===== src/rtl/log_trig_pkg.sv =====
// Shared widths, constants and FSM state type for the log-domain trig harmonic sequencer.
package log_trig_pkg;

  localparam int unsigned PHASE_W = 6;
  localparam int unsigned LOG_W   = 16;
  localparam int unsigned K_W     = 3;

  // Log-domain stand-in for a magnitude of exactly zero.
  localparam logic [LOG_W-1:0] LOG_NEG_INF = 16'h8000;

  typedef enum logic {
    IDLE = 1'b0,
    RUN  = 1'b1
  } state_t;

endpackage


===== src/rtl/log_trig_fold.sv =====
// Quadrant folding of a quarter-wave log-sin/log-cos LUT pair into full-circle sin and cos.
// Optional feature macro: LOGTRIG_ZERO_FLAG_EN (explicit zero flags instead of LOG_NEG_INF).
module log_trig_fold
  import log_trig_pkg::*;
(
  input  logic [1:0]       i_q,
  input  logic [3:0]       i_r,
  input  logic [LOG_W-1:0] i_lut_logsin,
  input  logic [LOG_W-1:0] i_lut_logcos,
  output logic [LOG_W-1:0] o_sin_log,
  output logic             o_sin_neg,
  output logic             o_sin_zero,
  output logic [LOG_W-1:0] o_cos_log,
  output logic             o_cos_neg,
  output logic             o_cos_zero
);

  logic [LOG_W-1:0] w_sin_mag;
  logic [LOG_W-1:0] w_cos_mag;
  logic             w_sin_sgn;
  logic             w_cos_sgn;
  logic             w_sin_zc;
  logic             w_cos_zc;

  // Select magnitude source and sign per quadrant; a zero magnitude never carries a sign.
  always_comb begin
    w_sin_mag = i_lut_logsin;
    w_cos_mag = i_lut_logcos;
    w_sin_sgn = 1'b0;
    w_cos_sgn = 1'b0;
    w_sin_zc  = (i_r == 4'd0) && !i_q[0];
    w_cos_zc  = (i_r == 4'd0) && i_q[0];
    unique case (i_q)
      2'd0: begin
        w_sin_mag = i_lut_logsin;  w_sin_sgn = 1'b0;
        w_cos_mag = i_lut_logcos;  w_cos_sgn = 1'b0;
      end
      2'd1: begin
        w_sin_mag = i_lut_logcos;  w_sin_sgn = 1'b0;
        w_cos_mag = i_lut_logsin;  w_cos_sgn = 1'b1;
      end
      2'd2: begin
        w_sin_mag = i_lut_logsin;  w_sin_sgn = 1'b1;
        w_cos_mag = i_lut_logcos;  w_cos_sgn = 1'b1;
      end
      default: begin
        w_sin_mag = i_lut_logcos;  w_sin_sgn = 1'b1;
        w_cos_mag = i_lut_logsin;  w_cos_sgn = 1'b0;
      end
    endcase
    o_sin_neg = w_sin_sgn && !w_sin_zc;
    o_cos_neg = w_cos_sgn && !w_cos_zc;
`ifdef LOGTRIG_ZERO_FLAG_EN
    o_sin_log  = w_sin_mag;
    o_cos_log  = w_cos_mag;
    o_sin_zero = w_sin_zc;
    o_cos_zero = w_cos_zc;
`else
    o_sin_log  = w_sin_zc ? LOG_NEG_INF : w_sin_mag;
    o_cos_log  = w_cos_zc ? LOG_NEG_INF : w_cos_mag;
    o_sin_zero = 1'b0;
    o_cos_zero = 1'b0;
`endif
  end

endmodule


===== src/rtl/log_trig_expansion_seq.sv =====
// Harmonic sequencer: for each accepted phase, emits log|sin(k*theta)| and log|cos(k*theta)|
// for k = 1..ORDER, forming k*theta by repeated addition. Optional macro: LOGTRIG_ZERO_FLAG_EN.
module log_trig_expansion_seq
  import log_trig_pkg::*;
#(
  parameter int unsigned ORDER = 3
) (
  input  logic               clk,
  input  logic               rst_n,
  input  logic               in_valid,
  output logic               in_ready,
  input  logic [PHASE_W-1:0] in_phase,
  output logic [4:0]         lut_idx,
  input  logic [LOG_W-1:0]   lut_logsin,
  input  logic [LOG_W-1:0]   lut_logcos,
  output logic               out_valid,
  input  logic               out_ready,
  output logic [LOG_W-1:0]   out_logsin,
  output logic [LOG_W-1:0]   out_logcos,
  output logic               out_sin_neg,
  output logic               out_cos_neg,
  output logic               out_sin_zero,
  output logic               out_cos_zero,
  output logic [K_W-1:0]     out_k,
  output logic               out_last
);

  localparam logic [K_W-1:0] OrderK = K_W'(ORDER);

  state_t             r_state;
  logic [PHASE_W-1:0] r_base;
  logic [PHASE_W-1:0] r_acc;
  logic [K_W-1:0]     r_k;
  logic               r_out_valid;
  logic [LOG_W-1:0]   r_out_logsin;
  logic [LOG_W-1:0]   r_out_logcos;
  logic               r_out_sin_neg;
  logic               r_out_cos_neg;
  logic               r_out_sin_zero;
  logic               r_out_cos_zero;
  logic [K_W-1:0]     r_out_k;
  logic               r_out_last;

  logic               w_advance;
  logic [LOG_W-1:0]   w_sin_log;
  logic [LOG_W-1:0]   w_cos_log;
  logic               w_sin_neg;
  logic               w_cos_neg;
  logic               w_sin_zero;
  logic               w_cos_zero;

  assign w_advance = (r_state == RUN) && (!r_out_valid || out_ready);
  assign in_ready  = (r_state == IDLE);
  assign lut_idx   = {1'b0, r_acc[3:0]};

  log_trig_fold u_fold (
    .i_q          (r_acc[5:4]),
    .i_r          (r_acc[3:0]),
    .i_lut_logsin (lut_logsin),
    .i_lut_logcos (lut_logcos),
    .o_sin_log    (w_sin_log),
    .o_sin_neg    (w_sin_neg),
    .o_sin_zero   (w_sin_zero),
    .o_cos_log    (w_cos_log),
    .o_cos_neg    (w_cos_neg),
    .o_cos_zero   (w_cos_zero)
  );

  // Sequencer FSM: capture a phase in IDLE, then step the angle accumulator once per advance.
  always_ff @(posedge clk or negedge rst_n) begin
    if (!rst_n) begin
      r_state        <= IDLE;
      r_base         <= '0;
      r_acc          <= '0;
      r_k            <= '0;
      r_out_valid    <= 1'b0;
      r_out_logsin   <= '0;
      r_out_logcos   <= '0;
      r_out_sin_neg  <= 1'b0;
      r_out_cos_neg  <= 1'b0;
      r_out_sin_zero <= 1'b0;
      r_out_cos_zero <= 1'b0;
      r_out_k        <= '0;
      r_out_last     <= 1'b0;
    end else begin
      // Result consumed and nothing new to replace it.
      if (out_ready && !w_advance) begin
        r_out_valid <= 1'b0;
      end
      unique case (r_state)
        IDLE: begin
          if (in_valid) begin
            r_base  <= in_phase;
            r_acc   <= in_phase;
            r_k     <= K_W'(1);
            r_state <= RUN;
          end
        end
        RUN: begin
          if (w_advance) begin
            r_out_valid    <= 1'b1;
            r_out_logsin   <= w_sin_log;
            r_out_logcos   <= w_cos_log;
            r_out_sin_neg  <= w_sin_neg;
            r_out_cos_neg  <= w_cos_neg;
            r_out_sin_zero <= w_sin_zero;
            r_out_cos_zero <= w_cos_zero;
            r_out_k        <= r_k;
            r_out_last     <= (r_k == OrderK);
            r_acc          <= r_acc + r_base;  // mod-64 wrap is the intended angle wrap
            r_k            <= r_k + K_W'(1);
            if (r_k == OrderK) begin
              r_state <= IDLE;
            end
          end
        end
        default: r_state <= IDLE;
      endcase
    end
  end

  assign out_valid    = r_out_valid;
  assign out_logsin   = r_out_logsin;
  assign out_logcos   = r_out_logcos;
  assign out_sin_neg  = r_out_sin_neg;
  assign out_cos_neg  = r_out_cos_neg;
  assign out_sin_zero = r_out_sin_zero;
  assign out_cos_zero = r_out_cos_zero;
  assign out_k        = r_out_k;
  assign out_last     = r_out_last;

endmodule


===== config.mk =====
export PLATFORM = sky130hd
export DESIGN_NAME = log_trig_expansion_seq
export DESIGN_NICKNAME = d
export VERILOG_FILES = /design/src/rtl/log_trig_pkg.sv /design/src/rtl/log_trig_fold.sv /design/src/rtl/log_trig_expansion_seq.sv
export SDC_FILE = /design/constraint.sdc
export NUM_CORES = 1
export LEC_CHECK = 0
export ABC_AREA = 1
export ABC_CLOCK_PERIOD_IN_PS = 2000
export CAP_MARGIN = 10
export CORE_AREA = 4 4 85 87
export DETAILED_ROUTE_END_ITERATION = 8
export DIE_AREA = 0 0 89 91
export PLACE_DENSITY_LB_ADDON = 0.12
export SETUP_SLACK_MARGIN = 0.1
export SYNTH_ARGS = -nofsm -noshare
export SYNTH_HDL_FRONTEND = slang
export SYNTH_SLANG_ARGS = --single-unit

===== constraint.sdc =====
create_clock -name clk -period 2 [get_ports clk]
set_clock_uncertainty 0.05 [all_clocks]
set_input_delay 0.4 -clock clk [delete_from_list [all_inputs] [get_ports clk]]
set_output_delay 0.4 -clock clk [all_outputs]
set_load 0.02 [all_outputs]

After elaboration in Yosys (flattened, before gate mapping)
Index checks and enable logic that the tools add are counted.
Widths: inputs -> output; s select.
{"block": "totals", "register_bits": 55, "inputBits": 42, "out_inout_bits": 47, "wordCells": 58}
{"block": "classes", "addsub": 2, "n_eq_ne": 5, "n_mux": 19, "bitwise_logic": 1, "reduce_logical": 20}
{"op": "$mux 16", "n": 4}
{"op": "$mux 6", "n": 2}
{"op": "$pmux 6 s2", "n": 1}
{"op": "$mux 1", "n": 8}
{"op": "$add 6x6->6", "n": 1}
{"op": "$logic_and 1x1->1", "n": 6}
{"op": "$mux 3", "n": 2}
{"op": "$pmux 3 s2", "n": 1}
{"op": "$reduce_and 2->1", "n": 3}
{"op": "$reduce_or 2->1", "n": 3}
{"op": "$logic_not 1->1", "n": 5}
{"op": "$logic_not 4->1", "n": 1}
{"op": "$add 3x1->3 const B", "n": 1}
{"op": "$eq 3x2->1 const B", "n": 1}
{"op": "$eq 2x1->1 const B", "n": 1}
{"op": "$eq 2x2->1 const B", "n": 1}
{"op": "$logic_not 2->1", "n": 1}
{"op": "$ne 2x1->1 const B", "n": 1}
{"op": "$ne 2x2->1 const B", "n": 1}
{"op": "$pmux 1 s2", "n": 1}
{"op": "$logic_or 1x1->1", "n": 1}
{"op": "$not 1->1", "n": 1}

Longest topological paths before layout
{"block": "logic_depth", "ltp_word": 8, "ltp_mapped": 9, "ltp_nobuf": 9}

Cells and area by module
From an unflattened synthesis, not the netlist that was laid out.
{"block": "hier_totals", "cells_unflattened": 453, "area_unflattened_um2": 3408.3}
{"mod": "log_trig_expansion_seq", "n_inst": 1, "cells_each": 280, "area_each_um2": 2547.4, "seq_area_each_um2": 1426.4}
{"mod": "log_trig_fold", "n_inst": 1, "cells_each": 173, "area_each_um2": 860.8, "seq_area_each_um2": 0.0}

Worst setup path before layout
OpenSTA, ideal clock, no wires.
{"block": "synth_timing", "kind": "register to register", "start": "register r_acc[1]", "end": "register r_acc[4]", "setup_ns": 0.131, "arrival_time_ns": 1.366, "t_required_ns": 1.819, "path_slack_ns": 0.453, "path_stages_with_launch": 9, "path_buffers": 0, "period_less_slack_ns": 1.547, "cell_sequence": "dfrtp_1 inv_1 fa_1 inv_1 nand3_1 nand3_1 nand2_1 o21ai_0 o21ai_0"}
{"block": "synth_between", "elab_chain_len": 3}
{"element": "from (decl)", "line": "log_trig_expansion_seq.sv:32", "rtl": "logic [PHASE_W-1:0] r_acc;"}
{"element": "from (signal assigned)", "line": "log_trig_expansion_seq.sv:94", "rtl": "r_acc <= in_phase;"}
{"element": "from (signal assigned)", "line": "log_trig_expansion_seq.sv:110", "rtl": "r_acc <= r_acc + r_base;"}
{"element": "$add 6x6->6", "line": "log_trig_expansion_seq.sv:110"}
{"element": "$mux 6", "line": "log_trig_expansion_seq.sv:100", "rtl": "if (w_advance) begin"}
{"element": "$pmux 6 s2", "line": "log_trig_expansion_seq.sv:90", "rtl": "unique case (r_state)"}
Every way passes these cells. The select of a mux whose other input is x is not followed.
A chain may end at the register's enable or synchronous reset.

Final worst setup path
{"block": "layout_timing", "start": "register r_acc[1]", "end": "output port lut_idx[1]"}
{"element": "to (decl)", "line": "log_trig_expansion_seq.sv:13", "rtl": "output logic [4:0] lut_idx,"}
No word-level cell between the ends.

==> out/metrics.yaml <==
status: "complete, no violations"
grt_pass1_vias: 2541
utilization: 0.624
regToRegSetupSlack_ns: 0.27
place.gp.congestion: 0.826
clock-root-buffer: "clkbuf_8"
grt_pass1_wl_um: 12900
cap_violations: 0
cts.sinks: 55
netlist_top_cells_area: "dfrtp_1 46%, nand2_1 13%, inv_1 4.7%"
synthFlopType: "dfrtp_1"
cts_buffers: 5
grt_max_degree: 50
crit_start: "r_acc[1]"
leakage_uw: 0.00192
vias_per_cell: 5.16
ant_nets: 0
drv_slew: 0
critPathCaptureType: "primary output"
fillerInstances: 547
crit_end: "lut_idx[1]"
io_buffer_count: 85
r2r_end: "out_logsin[6]"
muxShareOfSynthArea: 0
yosysTopAreaCellShare: 0.463
rsz0062_at_grt: "false"
critPathKind: "reg2out"
avgSynthCellArea_um2: 8.59
critical_path.startpoint_type: "register"
netlist_instances: 346
cp.depth: 1
power_density_mw_per_mm2: 1760
crit_chain: "clkdlybuf4s50_1"
yosysSeqAreaShare: 0.463
antenna_found_initial: 0
fin_setup_tns_ns: 0
synth_compound_area_frac: 0.170
yosys.area.top_type: "dfrtp_1"
dpl.hpwl_um: 5560
path_max_fanout: 4
routed_wirelength_um: 7580
critPathArrivalTime_ns: 1.40
met3_usage: 0.0335
gr-total-overflow: 0
drt_iter0_drc: 121
yosys_warnings: 0
hold_class: "reg2reg"
synth_common_cells: "106 x nand2_1, 55 x dfrtp_1, 37 x inv_1"
synth-xor-area-share: 0.00295
htreeDepth: 2
synth-simple-area-share: 0.200
synth_top_family_by_area: "simple AND/OR/NAND/NOR gates"
irDropWorstVdd_v: 0.000978
n_antenna_cell: 0
area_growth_pct: 33.3
setup_viol: 0
reg2reg_from: "r_acc[4]"
slowest_stage: "clkdlybuf4s50_1"
wl_per_cell_um: 15.1
reg2regPathDepth: 7
dieHeight_um: 91
syn_area_mm2: 0.00297
die_width_um: 89
ys_ff_latch: 55
num_vias: 2595
grt.total_usage: 0.200
synthMostInstantiatedCell: "nand2_1"
start_util: 0.468
hold_viol: 0
fin_nets: 478
rows: 29
use_met1: 0.320
fin_crit_sh: 0.925
fmax_mhz: 541
multi_input_area_mm2: 0.00126
fp.dieArea_mm2: 0.00810
synth_fa_ha_area_frac: 0.0488
clk_pin_slew_ns: 0.09
busiest_layer: "met1"
synth_edf_count: 0
core_area_mm2: 0.00635
clockBufferDepth: 2
firstDrtPassIters: 4
yosys.cell_types.count: 32
post-route-drc-count: 0
clk_latency_ns: 0.31
crit_family: "buffers and inverters"
period_minus_slack_ns: 1.85
critPathBufInv: 1
ios: 89
regArea_mm2: 0.00138
critPathRequiredTime_ns: 1.55
drive_above_1_share: 0.0775
synthArstFlopShare: 1.00
cts_tree: "built"
met2_usage: 0.282
critPathMaxStageDelay_ns: 0.64
[cells by family (layout without fill, tap and decap cells)]
group / after synthesis / in the layout
flops: 55 / 55
xor+xnor: 1 / 1
simple gates: 132 / 132
fa+ha+maj: 11 / 11
buf+inv: 67 / 145
other cells: 1 / 3
compound gates: 79 / 79
[registers in the layout, indices dropped and copies added (netlist names)]
| signal | flops |
|---|---|
| out_cos_neg | 1 |
| out_k | 3 |
| r_acc | 6 |
| out_sin_neg | 1 |
| out_valid | 1 |
| r_k | 3 |
| out_logsin | 16 |
| out_last | 1 |
| r_base | 6 |
| r_state | 1 |
| out_logcos | 16 |
[how the worst min path moves through the flow]
stage | startpoint | endpoint | slack [ns] | depth (start not counted)
2_1_floorplan | rst_n | out_cos_neg | 0.05 | 0
3_3_place_gp | rst_n | out_k[2] | 0.31 | 1
3_5_place_dp | rst_n | out_last | 0.31 | 1
4_1_cts | out_logsin[1] | out_logsin[1] | 0.45 | 2
5_1_grt | out_logsin[1] | out_logsin[1] | 0.46 | 2
6_report | out_logcos[11] | out_logcos[11] | 0.44 | 2
[layout by cell type (no fill, tap or decap), types with 2 or more instances in the layout]
cell type        count
o211ai_1            17
inv_4                2
o2111ai_1           15
nor2_1               7
clkdlybuf4s50_1     82
nand2_1            106
nor2_2               2
dfrtp_1             55
clkbuf_8             6
ha_1                10
buf_12               2
conb_1               3
inv_2                4
o21ai_0             16
a21oi_1             24
nand3_1              8
buf_4                6
o21ai_1              2
inv_1               37
a31oi_1              2
nor2_4               3
[cell type report]
class | count | area share
sequential | 55 | 0.347
multi-input combinational | 226 | 0.319
timing repair buffer | 94 | 0.238
inverter | 43 | 0.0420
tap | 77 | 0.0243
clock buffer | 6 | 0.0208
clock inverter | 2 | 0.00884
[per-layer routing]
layer  vias up  share of wire
li1       1288              -
met1      1212           0.49
met2        87           0.43
met3         8          0.063
met4         0         0.0099
met5         -              0
[where the power goes]
| group | total (uW) | internal (uW) | switching, uW |
|---|---|---|---|
| logic | 4140 | 1740 | 2400 |
| clock network | 765 | 406 | 360 |
| registers | 2060 | 1680 | 382 |
[through the flow]
stage          std cells  area, um2  hold WS (ns)  setup WS [ns]  total power (uW)
2_1_floorplan        348       2980        0.0544          0.453              4760
3_3_place_gp         494       3830         0.309          0.203              6130
3_5_place_dp         494       3830         0.313          0.147              6230
4_1_cts              503       3960         0.445          0.135              7010
5_1_grt              503       3960         0.458          0.101              7590
6_report             503       3960         0.438          0.150              6970
[timing repair]
action,4_1_cts,5_1_grt
endpoints found under the hold margin,16,0
endpoints found under the setup margin,1,2
gates cloned,0,0
hold buffers,1,0
gates resized for setup,1,3
buffers inserted,0,0
pin swaps,0,0
Power figures use the tool's default switching activity.
